**config.mk**
```make
export PLATFORM = sky130hd
export DESIGN_NAME = fifo_ctrl
export DESIGN_NICKNAME = d
export VERILOG_FILES = /design/src/rtl/fifo_ctrl.sv
export SDC_FILE = /design/constraint.sdc
export NUM_CORES = 1
export LEC_CHECK = 0
export BUFFER_PORTS_ARGS = -buffer_cell sky130_fd_sc_hd__buf_2
export CAP_MARGIN = 5
export CELL_PAD_IN_SITES_DETAIL_PLACEMENT = 0
export CELL_PAD_IN_SITES_GLOBAL_PLACEMENT = 2
export CORE_AREA = 2 2 91 93
export CTS_BUF_LIST = sky130_fd_sc_hd__clkbuf_4 sky130_fd_sc_hd__clkbuf_8 sky130_fd_sc_hd__clkbuf_16
export DETAILED_ROUTE_END_ITERATION = 12
export DIE_AREA = 0 0 93 95
export PLACE_DENSITY_LB_ADDON = 0.1
export SYNTH_ARGS = -nofsm -noshare
export SYNTH_HDL_FRONTEND = slang
export SYNTH_SLANG_ARGS = --single-unit
export TNS_END_PERCENT = 50
```
**constraint.sdc**
```tcl
create_clock -name clk -period 3.65 [get_ports clk]
set_input_delay 0.1825 -clock clk [delete_from_list [all_inputs] [get_ports clk]]
set_output_delay 0.1825 -clock clk [all_outputs]
set_load 0.1 [all_outputs]
```
**src/rtl/fifo_ctrl.sv**
```systemverilog
// fifo_ctrl: single-clock synchronous FIFO controller with registered read data,
// occupancy count, full/empty flags, one-cycle overflow/underflow pulses and a
// sticky error flag.
module fifo_ctrl #(
  parameter int unsigned WIDTH = 8,
  parameter int unsigned DEPTH = 8
) (
  input  logic                     clk,
  input  logic                     rst,
  input  logic                     push,
  input  logic [WIDTH-1:0]         din,
  input  logic                     pop,
  output logic [WIDTH-1:0]         dout,
  output logic                     full,
  output logic                     empty,
  output logic [$clog2(DEPTH):0]   count,
  output logic                     ovf_err,
  output logic                     udf_err,
  output logic                     err_sticky
);

  localparam int unsigned AW = $clog2(DEPTH);
  localparam int unsigned CW = AW + 1;

  logic [WIDTH-1:0] mem_q [DEPTH];

  logic [AW-1:0]    wr_ptr_q, wr_ptr_d;
  logic [AW-1:0]    rd_ptr_q, rd_ptr_d;
  logic [CW-1:0]    count_q, count_d;
  logic [WIDTH-1:0] dout_q, dout_d;
  logic             ovf_q, ovf_d;
  logic             udf_q, udf_d;
  logic             sticky_q, sticky_d;

  logic             push_ok;
  logic             pop_ok;

  // Flags decode straight from the registered count.
  assign full  = (count_q == CW'(DEPTH));
  assign empty = (count_q == CW'(0));

  // A pop frees a slot in the same cycle, so a push at full is still accepted.
  assign pop_ok  = pop & ~empty;
  assign push_ok = push & (~full | pop_ok);

  // Next-state for pointers, count, read data and error flags.
  always_comb begin
    wr_ptr_d = wr_ptr_q;
    rd_ptr_d = rd_ptr_q;
    count_d  = count_q;
    dout_d   = dout_q;
    ovf_d    = 1'b0;
    udf_d    = 1'b0;
    sticky_d = sticky_q;

    if (push_ok) begin
      wr_ptr_d = wr_ptr_q + AW'(1);
    end
    if (pop_ok) begin
      rd_ptr_d = rd_ptr_q + AW'(1);
      dout_d   = mem_q[rd_ptr_q];
    end

    case ({push_ok, pop_ok})
      2'b10:   count_d = count_q + CW'(1);
      2'b01:   count_d = count_q - CW'(1);
      default: count_d = count_q;
    endcase

    ovf_d    = push & full & ~pop_ok;
    udf_d    = pop & empty;
    sticky_d = sticky_q | ovf_d | udf_d;
  end

  // Control and output registers; cleared asynchronously by rst.
  always_ff @(posedge clk or posedge rst) begin
    if (rst) begin
      wr_ptr_q <= '0;
      rd_ptr_q <= '0;
      count_q  <= '0;
      dout_q   <= '0;
      ovf_q    <= 1'b0;
      udf_q    <= 1'b0;
      sticky_q <= 1'b0;
    end else begin
      wr_ptr_q <= wr_ptr_d;
      rd_ptr_q <= rd_ptr_d;
      count_q  <= count_d;
      dout_q   <= dout_d;
      ovf_q    <= ovf_d;
      udf_q    <= udf_d;
      sticky_q <= sticky_d;
    end
  end

  // Storage array; not reset, stale entries are unreachable while empty.
  always_ff @(posedge clk) begin
    if (push_ok) begin
      mem_q[wr_ptr_q] <= din;
    end
  end

  assign dout       = dout_q;
  assign count      = count_q;
  assign ovf_err    = ovf_q;
  assign udf_err    = udf_q;
  assign err_sticky = sticky_q;

endmodule
```
==> flow_metrics.py, run 1 <==
metrics = {
    "placed_design": {
        "place_congestion": 0.697,
        "dpl.hpwl_mm": 4.29,
        "pre_cts_ws_ns": 1.11,
        "placed_area_sq_um": 3760,
        "port-buffer-count": 28,
    },
    "clock_tree": {
        "cts_htree_levels": 3,
        "cts_tree": "built",
        "clk_latency_ns": 0.35,
        "clk_pin_slew_ns": 0.09,
        "root_buffer": "clkbuf_8",
        "cts_buffers": 9,
        "clock-sinks": 85,
        "cts.path.max_buffers": 2,
        "cts_setup_buffers": 0,
        "hold_buffers": 0,
        "cts.repair.resized": 0,
    },
    "grt": {
        "overflow": 0,
        "antenna_found_initial": 0,
        "grt_max_degree": 35,
        "grt_pass1_wl_mm": 10.3,
        "grt_usage_pct": 16.3,
        "first_global_vias": 1875,
    },
    "timing": {
        "rsz0062_at_grt": "no",
        "maxSlewHeadroom_pct": 42.2,
        "fin_crit_ns": 2.55,
        "slew_viol_final": 0,
        "setup_slack_ns": 1.11,
        "max_freq_ghz": 0.393,
        "hold_viol": 5,
        "timing.setup.tns_ns": 0,
        "final.period_utilization_pct": 69.7,
        "skew_ns": 0.0125,
        "setup_viol": 0,
        "hold_slack_ns": -0.00404,
        "worstMarginPinSlew_ns": 0.866,
    },
    "routing": {
        "drc_errors": 0,
        "dr.pass1.iters": 4,
        "drt_iter0_drc": 119,
        "vias": 1964,
        "post_drt_wl_per_cell_um": 16.9,
        "finalWirelength_mm": 6.37,
        "ant_nets": 0,
        "vias_per_cell": 5.21,
    },
    "setup_path": {
        "worstPathRequired_ns": 3.90,
        "cp-startpoint": "count[1]",
        "crit_chain": "or3_1, o21ai_4, nor2_1, xor2_1, ha_1, nand2_1, o32a_1, o21a_1, o31ai_1",
        "rr_startpoint": "count[1]",
        "critical_path_class": "reg2reg",
        "crit_path_end_kind": "register",
        "crit_fanout": 11,
        "worstPathArrival_ns": 2.80,
        "regToRegEndpoint": "count[2]",
        "max_stage_delay_ns": 0.56,
        "reg2reg_slack_ns": 1.11,
        "cp_slowest_cell": "or3_1",
        "r2r_cells": 9,
        "startpoint_type": "register",
    },
    "final_layout": {
        "fill_cells": 722,
        "regArea_sq_um": 2450,
        "final_area_sq_um": 3970,
        "drive_gt1_share_pct": 24.6,
        "nets": 282,
        "area_growth_pct": 11.5,
        "antenna_cells": 0,
        "multi_input_area_sq_um": 998,
    },
    "power_and_ir_drop": {
        "seqPwrFrac_pct": 38.6,
        "total_leakage_power_nw": 1.49,
        "pwr-share-comb_pct": 41.4,
        "powerDensity_nw_per_um2": 881,
        "p_switching_mw": 1.52,
        "ir_drop_mv": 0.376,
        "clkPwrFrac_pct": 20.0,
        "p_int_mw": 1.98,
        "p_sw_share_pct": 43.5,
    },
    "synth": {
        "synth_edf_count": 64,
        "dominantRegCellSynth": "edfxtp_1",
        "yosysMostFrequentCell": "edfxtp_1",
        "seq_area_frac_synth_pct": 68.8,
        "synth_warnings": 0,
        "ys_types": 36,
        "synth_top_area_share_pct": 54.0,
        "ys_async_sr_fraction_pct": 24.7,
        "synthTopCellsByArea": "edfxtp_1, dfrtp_1, mux2_2",
        "ys_ff_latch": 85,
        "syn_nets": 252,
        "synth_top_area_cell": "edfxtp_1",
        "postSynthCellCount": 237,
        "synth.cell_area_sq_um": 3560,
        "synth_top_cells_by_count": "edfxtp_1, dfrtp_1, nand2_1",
        "synth_area_per_cell_sq_um": 15.0,
    },
    "outcome": {
        "violations": "hold timing",
        "outcome": "finished, violations left",
    },
    "die": {
        "num_rows": 33,
        "start_util_pct": 44.9,
        "coreArea_sq_um": 7930,
        "die_y_um": 95,
        "die_w_um": 93,
        "die_area_sq_um": 8840,
        "io_pins": 29,
    },
    "flow_run": {
        "maxCapViolations": 0,
    },
    "min_path": {
        "hold_class": "in2async",
    },
}
## kinds of logic (layout without fill, tap and decap cells)
family | Yosys count | count (layout) | synth area share [%]
muxes | 35 | 35 | 10.5
xor gates and xnor gates | 6 | 6 | 1.48
DFF | 85 | 85 | 68.8
buffers and inverters | 16 | 51 | 3.16
AOI/OAI and AO/OA | 39 | 39 | 8.19
and+or+nand+nor | 53 | 53 | 6.86
adders and majority gates | 3 | 3 | 1.05
## per-layer routing
metal	global-route usage [%]	up-vias	routed length, um
met2	24.3	40	2900
li1	-	959	-
met4	8.09	0	137
met3	3.75	10	188
met5	0	-	0
met1	22.5	955	3140
## final cells by class
type	count	share of cell area, %
Multi-Input combinational cell	136	25.2
Sequential cell	85	61.7
Clock buffer	9	3.12
Tap cell	105	3.31
Timing Repair Buffer	32	4.29
Clock inverter	7	2.18
Inverter	3	0.284
## state kept, by name, summed over array words and instances (netlist names)
register    count
err_sticky      1
wr_ptr_q        3
ovf_err         1
count           4
mem_q          64
dout            8
udf_err         1
rd_ptr_q        3
## power groups by stage
| stage | combinational (mW) | clock (mW) | sequential, mW |
|---|---|---|---|
| after floorplan | 0.775 | 0 | 1.82 |
| after global placement | 1.46 | 0 | 1.36 |
| after detailed placement | 1.46 | 0 | 1.37 |
| after CTS | 1.46 | 0.724 | 1.35 |
| after global routing | 1.55 | 0.759 | 1.37 |
| final | 1.45 | 0.700 | 1.35 |
## worst max-delay path by stage
stage / to / cells past startpoint
2_1_floorplan: count[1] / 5
3_3_place_gp: count[2] / 9
3_5_place_dp: count[2] / 9
4_1_cts: count[2] / 9
5_1_grt: count[2] / 9
6_report: count[2] / 9
## critical path, delay by kind of cell, from the launching register on
family / cells / cell delay [ns]
flip-flops: 1 / 0.49
AND/OR/NAND/NOR: 3 / 0.71
adder cells (fa/ha/maj): 1 / 0.23
XOR/XNOR: 1 / 0.14
AO/OA/AOI/OAI: 4 / 0.88
## cell usage in the layout (no fill, tap or decap), types with 2 or more instances in the layout
cell,count
mux2i_1,17
clkbuf_8,9
ha_1,3
dfrtp_1,21
buf_2,28
a31oi_1,2
nor2b_1,3
edfxtp_1,64
o21a_1,2
o21ai_0,9
inv_8,2
a21oi_1,2
or3_1,2
o22ai_1,8
nor3_1,4
a221o_1,8
nor2_1,13
and3_1,3
xnor2_1,2
inv_6,3
nand2_1,20
mux2_2,17
xor2_1,4
buf_4,4
inv_1,3
nand2b_1,6
## through the flow
step / hold slack, ns / power (mW) / std cells / util, %
after floorplan: 0.159 / 2.59 / 237 / -
after global placement: 0.395 / 2.83 / 361 / 47.4
after detailed placement: 0.404 / 2.83 / 361 / 47.4
after CTS: 0.0101 / 3.54 / 377 / 50.1
after global routing: 0.0500 / 3.69 / 377 / 50.1
final: -0.00404 / 3.50 / 377 / 50.1
Note: power is estimated with default switching activity, not from simulation.
==> run 2: changes to the inputs <==
Settings changed: CORE_AREA 2 2 91 93 to 2 2 100 102, DIE_AREA 0 0 93 95 to 0 0 102 104.
Clock period 3.65 ns to 2.3 ns, I/O delays scaled along.
==> run 2 against run 1 <==
The run now ends clean. Sequential share of layout area is 2.0 points lower. Sequential power is 56% higher. Clock power is 60% higher. Utilization is 7.0 points lower. Final cell count is 9.5% higher. Register-to-register slack worse by 1.0 ns. Die area is 20% higher. Via count is 1.9% higher. Power is 65% higher. Maximum frequency is 14% higher. Critical path type unchanged.
==> flow_metrics.py, run 2 (synthesized netlist as in run 1, its figures left out) <==
metrics = {
    "outcome": {
        "outcome": "finished clean",
    },
    "setup_path": {
        "worstPathRequired_ns": 2.56,
        "reg2reg_slack_ns": 0.08,
        "regToRegEndpoint": "count[2]",
        "critical_path_class": "reg2reg",
        "worstPathArrival_ns": 2.48,
        "crit_path_end_kind": "register",
        "crit_fanout": 4,
        "startpoint_type": "register",
        "rr_startpoint": "count[1]",
        "r2r_cells": 9,
    },
    "routing": {
        "ant_nets": 0,
        "dr.pass1.iters": 4,
        "drt_iter0_drc": 66,
        "post_drt_wl_per_cell_um": 17.2,
        "vias": 2002,
        "drc_errors": 0,
        "finalWirelength_mm": 7.11,
        "vias_per_cell": 4.85,
    },
    "clock_tree": {
        "cts_tree": "built",
        "clk_pin_slew_ns": 0.10,
        "root_buffer": "clkbuf_8",
        "cts_htree_levels": 3,
        "clock-sinks": 85,
        "cts.path.max_buffers": 2,
        "clk_latency_ns": 0.35,
        "cts_buffers": 9,
    },
    "min_path": {
        "whs_endpoint": "mem_q[2][3]",
        "worstHoldStart": "din[3]",
        "hold-path-cell-count": 1,
        "hold_class": "in2reg",
    },
    "final_layout": {
        "final_area_sq_um": 4120,
        "fill_cells": 893,
        "instances_no_fill": 413,
        "final_common_cell": "edfxtp_1",
        "drive_gt1_share_pct": 30.4,
        "nets": 290,
        "antenna_cells": 0,
        "area_growth_pct": 15.6,
        "final_util_pct": 43.1,
        "layout_common_cells": "edfxtp_1, buf_2, nand2_1",
        "largest_reg_flops": 64,
        "largest_register": "mem_q",
    },
    "flow_run": {
        "maxCapViolations": 0,
    },
    "grt": {
        "grt_usage_pct": 14.2,
        "grt_pass1_wl_mm": 11.1,
        "grt_max_degree": 35,
        "overflow": 0,
        "antenna_found_initial": 0,
        "first_global_vias": 2029,
    },
    "timing": {
        "max_freq_ghz": 0.450,
        "hold_viol": 0,
        "skew_ns": 0.00939,
        "setup_viol": 0,
        "fin_crit_ns": 2.22,
        "final.period_utilization_pct": 96.6,
        "rsz0062_at_grt": "yes",
        "maxSlewHeadroom_pct": 44.5,
        "slew_viol_final": 0,
        "worstMarginPinSlew_ns": 0.830,
    },
    "die": {
        "start_util_pct": 37.3,
        "die_y_um": 104,
        "die_area_sq_um": 10600,
        "coreArea_sq_um": 9550,
        "num_rows": 36,
        "io_pins": 29,
        "die_w_um": 102,
    },
    "power_and_ir_drop": {
        "p_int_mw": 3.26,
        "p_switching_mw": 2.51,
        "seqPwrFrac_pct": 36.5,
        "power_mw": 5.77,
        "total_leakage_power_nw": 1.53,
        "ir_drop_mv": 0.506,
        "powerDensity_nw_per_um2": 1400,
        "pwr-share-comb_pct": 44.0,
        "clkPwrFrac_pct": 19.5,
        "p_sw_share_pct": 43.5,
    },
    "placed_design": {
        "place_congestion": 0.783,
        "placed_area_sq_um": 3880,
        "place_inst": 395,
        "dpl.hpwl_mm": 4.71,
        "port-buffer-count": 28,
    },
}
run 2: final cells by class:
| type | instances | area (sq um) | area share, % |
|---|---|---|---|
| Clock buffer | 9 | 124 | 3.01 |
| Clock inverter | 7 | 86.3 | 2.10 |
| Inverter | 3 | 11.3 | 0.274 |
| Multi-Input combinational cell | 136 | 1030 | 24.9 |
| Sequential cell | 85 | 2450 | 59.6 |
| Tap cell | 133 | 166 | 4.04 |
| Timing Repair Buffer | 40 | 248 | 6.02 |
run 2: power by group through the flow:
| stage | Clock [mW] | Combinational, mW | Sequential, mW |
|---|---|---|---|
| after floorplan | 0 | 1.24 | 2.90 |
| after global placement | 0 | 2.52 | 2.14 |
| after detailed placement | 0 | 2.53 | 2.14 |
| after CTS | 1.16 | 2.53 | 2.11 |
| after global routing | 1.22 | 2.72 | 2.14 |
| final | 1.12 | 2.54 | 2.11 |
run 2: how the worst max path moves through the flow:
stage               startpoint       end  cells after the start
finish                count[1]  count[2]                      9
global route          count[1]  count[2]                      9
CTS                   count[1]     empty                      5
detailed placement    count[1]  count[2]                      9
global placement      count[1]  count[2]                      9
floorplan             count[1]  count[2]                     12
run 2: worst max-delay path: stages (launching register included):
cell and delay (ns):
dfrtp_4 0.48, or3_4 0.35, o21ai_4 0.14, nor2_2 0.05, xor2_1 0.18, ha_2 0.23
nand2_2 0.06, o32a_1 0.28, o21a_1 0.16, o31ai_1 0.20
run 2: layer usage:
layer / GRT usage [%] / wire length (um) / vias to the layer above / share of wire, %
met5: 0 / 0 / - / 0
met2: 20.3 / 3210 / 48 / 45
met1: 20.2 / 3540 / 978 / 50
met3: 2.89 / 267 / 6 / 3.8
met4: 7.33 / 93 / 0 / 1.3
li1: - / - / 970 / -
run 2: what timing repair did:
item	4_1_cts	5_1_grt
endpoints found under the setup margin	0	10
buffers inserted	0	1
endpoints found under the hold margin	21	0
hold buffers	1	0
gates resized for setup	0	3
run 2: per-stage QoR:
stage | worst slack, ns | TNS, ns | hold slack [ns]
3_3_place_gp | 0.111 | 0 | 0.338
4_1_cts | 0.0357 | 0 | 0.0182
6_report | 0.0771 | 0 | 0.0401
3_5_place_dp | 0.0698 | 0 | 0.341
2_1_floorplan | -0.366 | -0.646 | 0.0914
5_1_grt | -0.0463 | -0.0463 | 0.0255
